===== src/rtl/alu_pkg.sv =====
// Purpose: shared ALU control codes, widths and the buffered result-entry layout.
// Latency: n/a (declarations only).
// Backpressure: n/a.
package alu_pkg;

    localparam int DATA_W = 8;
    localparam int CTRL_W = 4;

    localparam logic [CTRL_W-1:0] ALU_AND = 4'b0000;
    localparam logic [CTRL_W-1:0] ALU_OR  = 4'b0001;
    localparam logic [CTRL_W-1:0] ALU_ADD = 4'b0010;
    localparam logic [CTRL_W-1:0] ALU_SUB = 4'b0110;

    // One buffered execute result: flags travel with the data they describe.
    typedef struct packed {
        logic              illegal;
        logic              overflow;
        logic              carry;
        logic              negative;
        logic              zero;
        logic [DATA_W-1:0] result;
    } alu_entry_t;

endpackage


===== src/rtl/alu_core.sv =====
// Purpose: combinational AND/OR/ADD/SUB with zero/negative/carry/overflow/illegal flags.
// Latency: zero cycles (pure combinational).
// Backpressure: none; evaluates whatever is on its inputs.
// Ports: alu_control (op code), op_a/op_b (operands), res (packed result entry).
module alu_core
    import alu_pkg::*;
(
    input  logic [CTRL_W-1:0] alu_control,
    input  logic [DATA_W-1:0] op_a,
    input  logic [DATA_W-1:0] op_b,
    output alu_entry_t        res
);

    localparam int MSB = DATA_W - 1;

    logic [DATA_W:0] sum;
    logic [DATA_W:0] diff;

    assign sum  = {1'b0, op_a} + {1'b0, op_b};
    // Carry-out of a + ~b + 1 is the unsigned no-borrow (a >= b) indicator.
    assign diff = {1'b0, op_a} + {1'b0, ~op_b} + {{DATA_W{1'b0}}, 1'b1};

    always_comb begin
        res = '0;
        case (alu_control)
            ALU_AND: res.result = op_a & op_b;
            ALU_OR:  res.result = op_a | op_b;
            ALU_ADD: begin
                res.result   = sum[DATA_W-1:0];
                res.carry    = sum[DATA_W];
                res.overflow = (op_a[MSB] == op_b[MSB]) && (sum[MSB] != op_a[MSB]);
            end
            ALU_SUB: begin
                res.result   = diff[DATA_W-1:0];
                res.carry    = diff[DATA_W];
                res.overflow = (op_a[MSB] != op_b[MSB]) && (diff[MSB] != op_a[MSB]);
            end
            // Undefined codes still flow down the pipe as a zero result so the
            // later stages see a well-defined value alongside the illegal flag.
            default: res.illegal = 1'b1;
        endcase
        res.zero     = (res.result == '0);
        res.negative = res.result[MSB];
    end

endmodule


===== src/rtl/alu_exec_stage.sv =====
// Purpose: registered ALU execute stage with a 2-entry result buffer.
// Latency: op accepted at edge N is at the outputs from edge N (out_valid in cycle N+1).
// Backpressure: in_ready drops when both entries are full; depends only on buffer count.
// Ports: clk/rst_n/flush control; in_valid/in_ready + alu_control/op_a/op_b upstream;
//        out_valid/out_ready + result/zero/negative/carry/overflow/illegal downstream.
module alu_exec_stage
    import alu_pkg::*;
#(
    parameter int DATA_W = alu_pkg::DATA_W,
    parameter int CTRL_W = alu_pkg::CTRL_W
) (
    input  logic              clk,
    input  logic              rst_n,
    input  logic              flush,
    input  logic              in_valid,
    output logic              in_ready,
    input  logic [CTRL_W-1:0] alu_control,
    input  logic [DATA_W-1:0] op_a,
    input  logic [DATA_W-1:0] op_b,
    output logic              out_valid,
    input  logic              out_ready,
    output logic [DATA_W-1:0] result,
    output logic              zero,
    output logic              negative,
    output logic              carry,
    output logic              overflow,
    output logic              illegal
);

    alu_entry_t core_res;
    alu_entry_t mem [2];
    alu_entry_t head;
    logic       wr_ptr;
    logic       rd_ptr;
    logic [1:0] count;
    logic       push;
    logic       pop;

    alu_core u_core (
        .alu_control (alu_control),
        .op_a        (op_a),
        .op_b        (op_b),
        .res         (core_res)
    );

    // Ready comes straight from the count register, so a downstream stall
    // never ripples combinationally back into the ID/EX stage.
    assign in_ready  = (count != 2'd2);
    assign out_valid = (count != 2'd0);

    // Flush overrides any handshake in the same cycle.
    assign push = in_valid && in_ready && !flush;
    assign pop  = out_valid && out_ready && !flush;

    always_ff @(posedge clk or negedge rst_n) begin
        if (!rst_n) begin
            count  <= 2'd0;
            wr_ptr <= 1'b0;
            rd_ptr <= 1'b0;
            mem[0] <= '0;
            mem[1] <= '0;
        end else if (flush) begin
            count  <= 2'd0;
            wr_ptr <= 1'b0;
            rd_ptr <= 1'b0;
        end else begin
            if (push) begin
                mem[wr_ptr] <= core_res;
                wr_ptr      <= ~wr_ptr;
            end
            if (pop) begin
                rd_ptr <= ~rd_ptr;
            end
            case ({push, pop})
                2'b10:   count <= count + 2'd1;
                2'b01:   count <= count - 2'd1;
                default: count <= count;
            endcase
        end
    end

    // Empty buffer presents an all-zero head rather than a stale entry.
    assign head = (count == 2'd0) ? '0 : mem[rd_ptr];

    assign result   = head.result;
    assign zero     = head.zero;
    assign negative = head.negative;
    assign carry    = head.carry;
    assign overflow = head.overflow;
    assign illegal  = head.illegal;

endmodule


===== config.mk =====
export PLATFORM = sky130hd
export DESIGN_NAME = alu_exec_stage
export DESIGN_NICKNAME = d
export VERILOG_FILES = /design/src/rtl/alu_pkg.sv /design/src/rtl/alu_core.sv /design/src/rtl/alu_exec_stage.sv
export SDC_FILE = /design/constraint.sdc
export NUM_CORES = 1
export LEC_CHECK = 0
export BUFFER_PORTS_ARGS = -buffer_cell sky130_fd_sc_hd__clkbuf_2
export CAP_MARGIN = 20
export CORE_MARGIN = 8
export CORE_UTILIZATION = 37
export DETAILED_ROUTE_END_ITERATION = 6
export MAX_ROUTING_LAYER = met4
export SLEW_MARGIN = 20
export SYNTH_ARGS = -nofsm -noshare
export SYNTH_HDL_FRONTEND = slang
export SYNTH_SLANG_ARGS = --single-unit
export TNS_END_PERCENT = 20

===== constraint.sdc =====
create_clock -name clk -period 1.6 [get_ports clk]
set_input_delay 0.32 -clock clk [delete_from_list [all_inputs] [get_ports clk]]
set_output_delay 0.32 -clock clk [all_outputs]
set_load 0.01 [all_outputs]

==> metrics.txt <==
H-tree depth 1; dpl hpwl 4800 um; cells after synthesis 284; Final Max Tran Viols 0; Final period util 144%; slowest stage delay, CP 490 ps; Detail Route Antenna Nets 0; Critical Path Start op_a[0]; worst rel slew slack roughly 55%; Max Cap Violations 0; synth warn 0; FF-to-FF End mem[3]$_DFFE_PN0P_; Worst Reg-to-Reg Cells 6; Core Rows 29; first-pass GRT wire length 10300 um; P per Cell Area 668 mW/mm2; number of synthesized register bits 28; Area contributors post-synth dfrtp_1 29%, ha_1 13%, nand2_1 6.1%, mux2i_1 5.9%, nor2_1 4.6%; CTS Sinks 28; worst slack, placed -1090 ps; IO Count 40; slowest cell on the critical path or4_4; peak supply drop 0.000711 V; area delta synth->final 50.3%; final hold slack 66.3 ps; count of final hold-check violations 0; Mapped Area 0.00238 mm2; GR Overflow Total 0; Yosys cell types 52; antenna fix cells 0; Hold Path Class in2async; Worst Setup Start Kind input port; worst path bufs/invs 2; status finished with violations; EDFF count, synth 0; Worst Tran Pin Value between 600 and 700 ps; Worst Skew 2.71 ps; fin crit period roughly 2300 ps; initial antenna violation count 0; DR WL/cell about 13 um; pin count of the biggest net entering global routing 29; Reg-to-Reg Start count[0]$_DFFE_PN0P_; DRT Wirelength 6080 um; number of cells on the critical path 11; top-area cell type share of the netlist area around 30%; syn avg cell area 8.39 um2; Clock transition at path regs 90 ps; CTS tree done; Post-Syn Nets 335; crit-path cells buf_8 > inv_4 > ha_4 > fa_2 > o21bai_4 > nand2_2 > a21oi_2 > o311ai_1 > o21a_2 > or4_4 > o31ai_2; endpoint class of the critical path flop; nets@finish 439; Worst EP arrival 2490 ps; Core ar. around 0.0063 mm2; number of remaining DRC errors 0; Die Width 96.2 um; sequential-to-total area share from yosys stat about 29%; CP max FO 2; largest area contributor in the netlist dfrtp_1; list of most frequent post-synthesis cells 39 x nand2_1, 29 x nor2_1, 28 x dfrtp_1; cts bufs inserted 3; GPL Wtd Cong 0.846; final setup margin -706 ps; GRT Overall Usage 14.0%; flop-to-flop setup slack 130 ps; Synth Flop Type dfrtp_1; Clock Root Buffer clkbuf_8; failing checks negative setup slack; RSZ-0062 raised after global routing true; Req. time, crit path ~1800 ps; clk_lat worst skew ~270 ps; WS Path Type in2reg; Initial Utilization 38.0%; CP top delay family compound AO/OA/AOI/OAI gates; # setup viols final 17; most common cell in the synthesized netlist nand2_1; fmax 434 MHz; Lkg Pwr 1.75 nW; async set or reset register ratio after synthesis 100%; 1st-pass router iterations 4; Die Y slightly below 100 um; via count approximately 2300; layout cells sized above 1 between 40% and 50%; Core Util, Final between 50% and 60%; Die ar. a little over 0.009 mm2; I/O Buffers 39; 1st-iter DRT viols 38; Via-to-Cell Ratio 4.96; vias in the first global route 2300; CTS Buffer Depth 2
[sequential cells by signal, summed over array words and instances (netlist names)]
register  flops
mem          24
count         2
rd_ptr        1
wr_ptr        1
[logic make-up after synthesis]
logic type	share of synthesized area (%)
flip-flops	29.4
adder cells (fa/ha/maj)	14.3
AO/OA/AOI/OAI	17.5
AND/OR/NAND/NOR	19.5
XOR/XNOR	2.57
multiplexers	10.1
buffers and inverters	6.62
[metal layers]
layer	vias up	global-route usage, %	wire length [um]
met5	-	-	0
met4	0	3.20	85
met3	9	1.17	194
met2	33	24.2	3060
met1	1079	17.2	2740
li1	1180	-	-
[what timing repair did]
item / in CTS / in global routing
endpoints found under the setup margin: 33 / 33
hold buffers: 0 / 0
gates resized for setup: 28 / 35
pin swaps: 17 / 14
setup buffers: 7 / 4
hold endpoints to repair: 0 / 0
[stage by stage]
step | instance area (um2) | setup TNS (ps) | instances | total power (W)
global route | 3580 | -8040 | 464 | 0.00256
global placement | 3230 | -13330 | 455 | 0.00172
finish | 3580 | -6250 | 464 | 0.00239
detailed placement | 3230 | -14050 | 455 | 0.00174
floorplan | 2470 | -6060 | 284 | 0.00138
CTS | 3450 | -7180 | 465 | 0.00234
[layout by cell type (no fill, tap or decap), drive strengths merged, types with 3 or more instances in the layout]
cell	n
xnor2	5
nor2	30
nand2b	5
o21bai	3
a21o	4
mux2i	14
inv	24
clkbuf	38
a31oi	3
a21oi	12
buf	76
o31ai	3
nand2	40
a211oi	4
o211ai	4
o21ai	14
mux2	9
nor2b	4
nor3	6
and3	4
dfrtp	28
ha	24
[worst max-delay path by stage]
stage | end | slack (ps)
finish | mem[21]$_DFFE_PN0P_ | -710
global route | mem[21]$_DFFE_PN0P_ | -770
CTS | mem[21]$_DFFE_PN0P_ | -710
detailed placement | mem[21]$_DFFE_PN0P_ | -1090
global placement | mem[21]$_DFFE_PN0P_ | -1060
floorplan | mem[21]$_DFFE_PN0P_ | -760
[final cells by class]
cell class                      instances  area [um2]
Timing Repair Buffer                  111         820
Inverter                               26         110
Tap cell                               77        96.3
Clock inverter                          1        30.0
Sequential cell                        28         701
Clock buffer                            3        41.3
Fill cell                             570        2700
Multi-Input combinational cell        218        1780
[where the power goes]
| group | internal [W] | total, W | leakage [nW] | switching, W |
|---|---|---|---|---|
| Sequential | 0.000820 | 0.000880 | 0.372 | 0.0000597 |
| Clock | 0.000335 | 0.000538 | 0.0357 | 0.000204 |
| Combinational | 0.000509 | 0.000974 | 1.35 | 0.000465 |
| Total | 0.00166 | 0.00239 | 1.75 | 0.000728 |
(Power assumes the default switching activity.)
